`config.mk`:
```
export PLATFORM = sky130hd
export DESIGN_NAME = vga_timing_gen
export DESIGN_NICKNAME = d
export VERILOG_FILES = /design/src/rtl/vga_timing_gen.sv
export SDC_FILE = /design/constraint.sdc
export NUM_CORES = 1
export LEC_CHECK = 0
export CORE_ASPECT_RATIO = 0.7
export CORE_UTILIZATION = 55
export CTS_CLUSTER_DIAMETER = 100
export DETAILED_ROUTE_END_ITERATION = 16
export GPL_ROUTABILITY_DRIVEN = 0
export GPL_TIMING_DRIVEN = 1
export PLACE_DENSITY = 0.78
export SKIP_LAST_GASP = 1
export SYNTH_ARGS = -nofsm -noshare
export SYNTH_HDL_FRONTEND = slang
export SYNTH_SLANG_ARGS = --single-unit
```
`constraint.sdc`:
```
create_clock -name vga_clk -period 5.42 [get_ports vga_clk]
set_input_delay 0.813 -clock vga_clk [delete_from_list [all_inputs] [get_ports vga_clk]]
set_output_delay 0.813 -clock vga_clk [all_outputs]
set_load 0.05 [all_outputs]
```
`src/rtl/vga_timing_gen.sv`:
```
// Raster timing generator: 10-bit pixel/line counters whose decode (position, blank,
// sync levels, line/frame strobes, frame counter) is registered one enabled cycle later.
module vga_timing_gen #(
  parameter int unsigned H_VISIBLE = 640,
  parameter int unsigned H_FRONT   = 16,
  parameter int unsigned H_SYNC    = 96,
  parameter int unsigned H_BACK    = 48,
  parameter int unsigned V_VISIBLE = 480,
  parameter int unsigned V_FRONT   = 10,
  parameter int unsigned V_SYNC    = 2,
  parameter int unsigned V_BACK    = 33,
  parameter logic        HS_POL    = 1'b0,
  parameter logic        VS_POL    = 1'b0
) (
  input  logic       vga_clk,
  input  logic       reset,
  input  logic       pix_en,
  output logic       hs,
  output logic       vs,
  output logic       blank,
  output logic [9:0] DrawX,
  output logic [9:0] DrawY,
  output logic       line_start,
  output logic       frame_start,
  output logic [7:0] frame_count
);

  localparam int unsigned H_TOTAL = H_VISIBLE + H_FRONT + H_SYNC + H_BACK;
  localparam int unsigned V_TOTAL = V_VISIBLE + V_FRONT + V_SYNC + V_BACK;

  localparam logic [9:0] H_LAST    = 10'(H_TOTAL - 1);
  localparam logic [9:0] V_LAST    = 10'(V_TOTAL - 1);
  localparam logic [9:0] H_VIS_END = 10'(H_VISIBLE);
  localparam logic [9:0] V_VIS_END = 10'(V_VISIBLE);
  localparam logic [9:0] HS_START  = 10'(H_VISIBLE + H_FRONT);
  localparam logic [9:0] HS_END    = 10'(H_VISIBLE + H_FRONT + H_SYNC);
  localparam logic [9:0] VS_START  = 10'(V_VISIBLE + V_FRONT);
  localparam logic [9:0] VS_END    = 10'(V_VISIBLE + V_FRONT + V_SYNC);

  logic [9:0] r_hc, r_vc;
  logic [9:0] r_drawx, r_drawy;
  logic       r_hs, r_vs, r_blank, r_line_start, r_frame_start;
  logic [7:0] r_frame_count;

  logic [9:0] w_hc_nxt, w_vc_nxt;
  logic       w_hs, w_vs, w_blank, w_line_start, w_frame_start;

  // Next counter position and decode of the position currently held.
  always_comb begin
    w_hc_nxt = r_hc;
    w_vc_nxt = r_vc;
    if (r_hc == H_LAST) begin
      w_hc_nxt = 10'd0;
      if (r_vc == V_LAST) begin
        w_vc_nxt = 10'd0;
      end else begin
        w_vc_nxt = r_vc + 10'd1;
      end
    end else begin
      w_hc_nxt = r_hc + 10'd1;
    end

    w_blank       = (r_hc < H_VIS_END) && (r_vc < V_VIS_END);
    // vs depends on the line only, so it covers the horizontal blanking of sync lines too
    w_hs          = ((r_hc >= HS_START) && (r_hc < HS_END)) ? HS_POL : ~HS_POL;
    w_vs          = ((r_vc >= VS_START) && (r_vc < VS_END)) ? VS_POL : ~VS_POL;
    w_line_start  = (r_hc == 10'd0);
    w_frame_start = (r_hc == 10'd0) && (r_vc == 10'd0);
  end

  // Counters and output registers; strobes drop on idle cycles so they stay one clock wide.
  always_ff @(posedge vga_clk) begin
    if (reset) begin
      r_hc          <= 10'd0;
      r_vc          <= 10'd0;
      r_drawx       <= 10'd0;
      r_drawy       <= 10'd0;
      r_blank       <= 1'b0;
      r_hs          <= ~HS_POL;
      r_vs          <= ~VS_POL;
      r_line_start  <= 1'b0;
      r_frame_start <= 1'b0;
      r_frame_count <= 8'd0;
    end else if (pix_en) begin
      r_hc          <= w_hc_nxt;
      r_vc          <= w_vc_nxt;
      r_drawx       <= r_hc;
      r_drawy       <= r_vc;
      r_blank       <= w_blank;
      r_hs          <= w_hs;
      r_vs          <= w_vs;
      r_line_start  <= w_line_start;
      r_frame_start <= w_frame_start;
      if (w_frame_start) begin
        r_frame_count <= r_frame_count + 8'd1;
      end else begin
        r_frame_count <= r_frame_count;
      end
    end else begin
      r_line_start  <= 1'b0;
      r_frame_start <= 1'b0;
    end
  end

  assign hs          = r_hs;
  assign vs          = r_vs;
  assign blank       = r_blank;
  assign DrawX       = r_drawx;
  assign DrawY       = r_drawy;
  assign line_start  = r_line_start;
  assign frame_start = r_frame_start;
  assign frame_count = r_frame_count;

endmodule

```
==> flow_metrics.py, run 1 <==
metrics = {
    "yosys": {
        "synth_cell_types": 44,
        "synthArstFlopShare_pct": 0,
        "synth_top_flop_cell": "dfxtp_1",
        "ys_seq_area_share_pct": 43.5,
        "yosys_warnings": 0,
        "avgSynthCellArea_um2": 8.97,
        "synth-edff-count": 0,
        "ys_ff_latch": 53,
        "syn-num-nets": 280,
        "syn_inst": 272,
        "syn-cell-area_um2": 2440,
    },
    "worst_setup_path": {
        "crit_buf_inv": 2,
        "slowest_delay_ns": 0.63,
        "critPathKind": "input pin to flip-flop",
        "critPathArrivalTime_ns": 3.19,
        "cp.required_ns": 5.66,
        "crit_family": "simple AND/OR/NAND/NOR gates",
        "cp_cell_sequence": "clkdlybuf4s50_1 -> buf_4 -> nor4bb_1 -> nand3_1 -> or4_1 -> a21oi_1",
        "crit_fanout": 39,
        "critPathSlowestCell": "or4_1",
        "cp-start-kind": "input pin",
        "crit_path_end_kind": "flip-flop",
    },
    "route": {
        "wirelength_mm": 5.05,
        "ant_nets": 0,
        "via_per_inst": 5.77,
        "routedWlPerCell_um": 14.6,
        "drt-initial-drc-count": 124,
        "dr.pass1.iters": 4,
        "dr_total_vias": 1998,
        "remaining_drc_errors": 0,
    },
    "cts": {
        "hold_buffers": 0,
        "clk_latency_ns": 0.30,
        "cts_tree": "built",
        "cts_inserted_buffers": 5,
        "cts.path.max_buffers": 2,
        "cts-root-buf": "clkbuf_8",
        "h-tree-depth": 2,
        "path_clk_slew_ns": 0.09,
        "ctsResizeCount": 0,
        "clock-sinks": 53,
        "post_cts_buffers": 0,
    },
    "timing": {
        "clock_skew_ns": 0.00791,
        "fin_crit_ns": 2.95,
        "rsz0062_at_grt": "false",
        "fin_crit_sh_pct": 54.5,
        "drv_slew": 0,
        "finalSetupViolCount": 0,
        "slew_headroom_pct": 39.8,
        "fmax_ghz": 0.339,
        "tns_ns": 0,
        "final_hold_viol_count": 0,
        "tightest_slew_ns": 0.901,
        "fin_hold_ws_ns": 0.492,
    },
    "layout": {
        "layout.nets": 302,
        "layout_commonest_cell": "dfxtp_1",
        "n_antenna_cell": 0,
        "area_growth_syn_to_layout_pct": 17.0,
        "drive_gt1_share_pct": 5.10,
        "fill_cells": 350,
        "final_cell_mix": "dfxtp_1 (53), nor2_1 (36), clkdlybuf4s50_1 (35)",
    },
    "job": {
        "maxCapViolCount": 0,
    },
    "global_route": {
        "grt_pass1_wl_mm": 8.29,
        "grt_max_degree": 40,
        "antenna_found_initial": 0,
        "grt_pass1_vias": 1749,
        "grt_usage_pct": 23.2,
        "grt_overflow": 0,
    },
    "pwr": {
        "power_density_nw_per_um2": 235,
        "ir_worst_vdd_mv": 0.172,
        "p_leak_uw": 0.00103,
        "power_uw": 671,
    },
    "die": {
        "start_util_pct": 59.7,
        "die_w_um": 81.6,
        "rows": 19,
        "die_area_um2": 4710,
        "die_h_um": 57.7,
        "core_area_um2": 4090,
        "ioPinCount": 36,
    },
    "place": {
        "dp.final_hpwl_mm": 3.46,
        "io_buffers": 35,
    },
    "min_path": {
        "hold_class": "flip-flop to flip-flop",
    },
    "outcome": {
        "outcome": "completed",
    },
}
## logic make-up (layout without fill, tap and decap cells)
family,count (synthesis),in the layout,synth area share (%)
simple gates,117,117,27.8
flops,53,53,43.5
compound gates,34,34,8.31
buf+inv,32,54,5.69
mux,20,20,8.21
xor+xnor,11,11,3.95
fa+ha+maj,5,5,2.56
## worst register-to-register path: stages, from the launching register on
cell	delay [ns]
dfxtp_1	0.36
inv_1	0.09
ha_1	0.16
nor4bb_1	0.29
nand3_1	0.42
or4_1	0.63
a21oi_1	0.15
## report_power, final
part / switching [µW] / internal (µW) / total, µW
clock: 121 / 102 / 223
combinational: 32.7 / 17.7 / 50.4
sequential: 4.67 / 394 / 398
total: 158 / 513 / 671
## Yosys cell counts (2+ instances only)
library cell / n / area share (%)
ha_1: 5 / 2.6
nor3_1: 7 / 1.4
nor4_2: 2 / 1.0
or3_1: 6 / 1.5
nor4_1: 3 / 0.77
o21ai_0: 4 / 0.82
buf_2: 8 / 1.6
o31ai_1: 6 / 1.8
nand4_1: 8 / 2.1
nand3_1: 13 / 2.7
xor2_1: 6 / 2.2
inv_1: 10 / 1.5
nand3b_1: 2 / 0.62
and4_1: 4 / 1.4
xnor2_1: 5 / 1.8
nor3b_1: 2 / 0.62
a21oi_1: 18 / 3.7
buf_1: 2 / 0.31
nand2_1: 7 / 1.1
clkbuf_1: 10 / 1.5
and3_1: 3 / 0.77
nor2b_1: 2 / 0.51
dfxtp_1: 53 / 43
or4_1: 7 / 2.2
nand2b_1: 6 / 1.5
nor2_1: 36 / 5.5
mux2i_1: 20 / 8.2
## layout make-up
| type | count | area (µm²) | share of cell area, % |
|---|---|---|---|
| clock buffer | 7 | 86.3 | 3.02 |
| inverter | 10 | 37.5 | 1.31 |
| tap | 52 | 65.1 | 2.28 |
| timing repair buffer | 37 | 365 | 12.8 |
| sequential | 53 | 1060 | 37.2 |
| multi-input combinational | 187 | 1240 | 43.4 |
## metal layers
| layer | vias up | GRT usage (%) | wire, µm |
|---|---|---|---|
| met5 | - | 0 | 0 |
| met4 | 0 | 6.02 | 55 |
| met3 | 6 | 5.35 | 283 |
| met2 | 49 | 36.1 | 2190 |
| met1 | 945 | 32.6 | 2530 |
| li1 | 998 | - | - |
## state kept, by name, summed over array words and instances (netlist names)
register	flops
r_vc	10
DrawY	10
frame_start	1
r_hc	10
vs	1
line_start	1
blank	1
hs	1
DrawX	10
frame_count	8
## through the flow
step	std cells	worst slack [ns]	utilization, %	instance area [µm²]
2_1_floorplan	272	3.40	-	2440
3_3_place_gp	339	2.28	67.7	2770
3_5_place_dp	339	2.19	67.7	2770
4_1_cts	346	2.49	69.8	2860
5_1_grt	346	2.29	69.8	2860
6_report	346	2.47	69.8	2860
## final timing paths
check,start,end,slack (ns),cells past startpoint
worst max-delay path,pix_en,frame_count[4],2.47,6
worst min-delay path,frame_count[7],frame_count[7],0.49,2
worst max register to register,r_hc[0],frame_count[4],3.25,6
worst min register to register,frame_count[7],frame_count[7],0.49,2
No activity file was read; power rests on OpenSTA's default activity.
==> run 2, diff against run 1 <==
--- a/config.mk
+++ b/config.mk
@@ -6,12 +6,12 @@
 export NUM_CORES = 1
 export LEC_CHECK = 0
 export CORE_ASPECT_RATIO = 0.7
-export CORE_UTILIZATION = 55
+export CORE_UTILIZATION = 53
 export CTS_CLUSTER_DIAMETER = 100
 export DETAILED_ROUTE_END_ITERATION = 16
 export GPL_ROUTABILITY_DRIVEN = 0
 export GPL_TIMING_DRIVEN = 1
-export PLACE_DENSITY = 0.78
+export PLACE_DENSITY = 0.75
 export SKIP_LAST_GASP = 1
 export SYNTH_ARGS = -nofsm -noshare
 export SYNTH_HDL_FRONTEND = slang
==> constraint.sdc (replaced) <==
create_clock -name vga_clk -period 2.9 [get_ports vga_clk]
set_input_delay 0.435 -clock vga_clk [delete_from_list [all_inputs] [get_ports vga_clk]]
set_output_delay 0.435 -clock vga_clk [all_outputs]
set_load 0.05 [all_outputs]
==> flow_metrics.py, run 2 (synthesis results as in run 1) <==
metrics = {
    "worst_setup_path": {
        "critPathKind": "input pin to flip-flop",
        "cp.required_ns": 3.14,
        "reg2regPathDepth": 6,
        "reg2reg_from": "r_hc[0]",
        "worstReg2RegEnd": "frame_count[4]",
        "critPathArrivalTime_ns": 2.47,
        "r2r_slack_ns": 0.74,
        "cp-start-kind": "input pin",
        "crit_fanout": 35,
        "crit_path_end_kind": "flip-flop",
    },
    "pwr": {
        "p_sw_uw": 317,
        "internal_power_uw": 939,
        "p_comb_share_pct": 7.6,
        "p_clk_share_pct": 33.1,
        "p_leak_uw": 0.00102,
        "power_density_nw_per_um2": 437,
        "switching_share_pct": 25.2,
        "ir_worst_vdd_mv": 0.314,
        "power_uw": 1260,
        "sequentialPowerShare_pct": 59.3,
    },
    "cts": {
        "cts_inserted_buffers": 5,
        "cts.path.max_buffers": 2,
        "cts-root-buf": "clkbuf_8",
        "path_clk_slew_ns": 0.09,
        "clk_latency_ns": 0.31,
        "cts_tree": "built",
        "hold_buffers": 0,
        "clock-sinks": 53,
        "h-tree-depth": 2,
        "post_cts_buffers": 0,
        "ctsResizeCount": 0,
    },
    "timing": {
        "fmax_ghz": 0.449,
        "finalSetupViolCount": 0,
        "final_hold_viol_count": 0,
        "rsz0062_at_grt": "false",
        "fin_crit_ns": 2.23,
        "tns_ns": 0,
        "fin_crit_sh_pct": 76.8,
        "slew_headroom_pct": 63.9,
        "clock_skew_ns": 0.00581,
        "drv_slew": 0,
        "tightest_slew_ns": 0.536,
    },
    "route": {
        "remaining_drc_errors": 0,
        "routedWlPerCell_um": 14.3,
        "dr_total_vias": 1977,
        "dr.pass1.iters": 4,
        "wirelength_mm": 5.03,
        "via_per_inst": 5.63,
        "drt-initial-drc-count": 92,
        "ant_nets": 0,
    },
    "die": {
        "core_area_um2": 4380,
        "rows": 20,
        "die_area_um2": 4880,
        "ioPinCount": 36,
        "die_w_um": 83.1,
        "start_util_pct": 55.7,
        "die_h_um": 58.8,
    },
    "place": {
        "io_buffers": 35,
        "dp.final_hpwl_mm": 3.42,
        "place_area_um2": 2780,
    },
    "min_path": {
        "hold_start": "blank",
        "whs_path_depth": 2,
        "hold_class": "flip-flop to flip-flop",
        "worstHoldEndpoint": "blank",
    },
    "outcome": {
        "outcome": "completed",
    },
    "job": {
        "maxCapViolCount": 0,
    },
    "layout": {
        "drive_gt1_share_pct": 6.08,
        "register_area_um2": 1060,
        "area_growth_syn_to_layout_pct": 17.7,
        "final_area_um2": 2870,
        "fin_util_pct": 65.6,
        "final_cell_mix": "dfxtp_1 (53), nor2_1 (36), clkdlybuf4s50_1 (35)",
        "fill_cells": 369,
        "layout_commonest_cell": "dfxtp_1",
        "multi_input_area_um2": 1240,
        "n_antenna_cell": 0,
        "layout.nets": 303,
    },
    "global_route": {
        "grt_pass1_wl_mm": 8.37,
        "antenna_found_initial": 0,
        "grt_overflow": 0,
        "grt_max_degree": 36,
        "grt_pass1_vias": 1755,
        "grt_usage_pct": 21.7,
    },
}
## run 2: final cells by class
cell class	instances	area share [%]
well taps	55	2.40
repair buffers	38	13.0
inverters	10	1.31
multi-input cells	187	43.2
flip-flops and latches	53	37.0
clock buffers	5	2.40
clock inverters	3	0.784
## run 2: worst max-delay path by stage
stage	from	end	slack (ns)	cells after the start
5_1_grt	pix_en	frame_count[7]	0.51	6
3_5_place_dp	pix_en	frame_count[4]	0.37	5
4_1_cts	pix_en	frame_count[7]	0.68	6
3_3_place_gp	pix_en	frame_count[7]	0.44	6
6_report	pix_en	frame_count[7]	0.67	6
2_1_floorplan	r_hc[0]	r_vc[1]	1.13	6
## run 2: per-layer routing
metal / up-vias / share of wire (%) / track usage (%)
met4: 0 / 1.1 / 7.39
met2: 52 / 43 / 33.5
met1: 909 / 51 / 29.9
met5: - / 0 / 0
met3: 7 / 5.2 / 5.47
li1: 1009 / - / -
## run 2: per-stage QoR
stage                     hold WS, ns  setup slack (ns)  instances
after global routing            0.494             0.509        351
final                           0.471             0.674        351
after global placement          0.467             0.439        343
after detailed placement        0.460             0.374        343
after floorplan                 0.484              1.13        272
after CTS                       0.475             0.679        351
## run 2: worst max-delay path, stage by stage
cell             delay, ns
clkdlybuf4s50_1       0.56
buf_4                 0.42
nor3b_1               0.25
nand4_1               0.15
or4_1                 0.49
a21oi_1               0.15
## run 2: power groups by stage
stage / Clock (µW) / Sequential (µW) / Combinational [µW]
global placement: 0 / 761 / 94.3
CTS: 428 / 744 / 95.5
finish: 416 / 744 / 95.4
global route: 459 / 746 / 103
floorplan: 0 / 781 / 49.5
detailed placement: 0 / 761 / 95.5
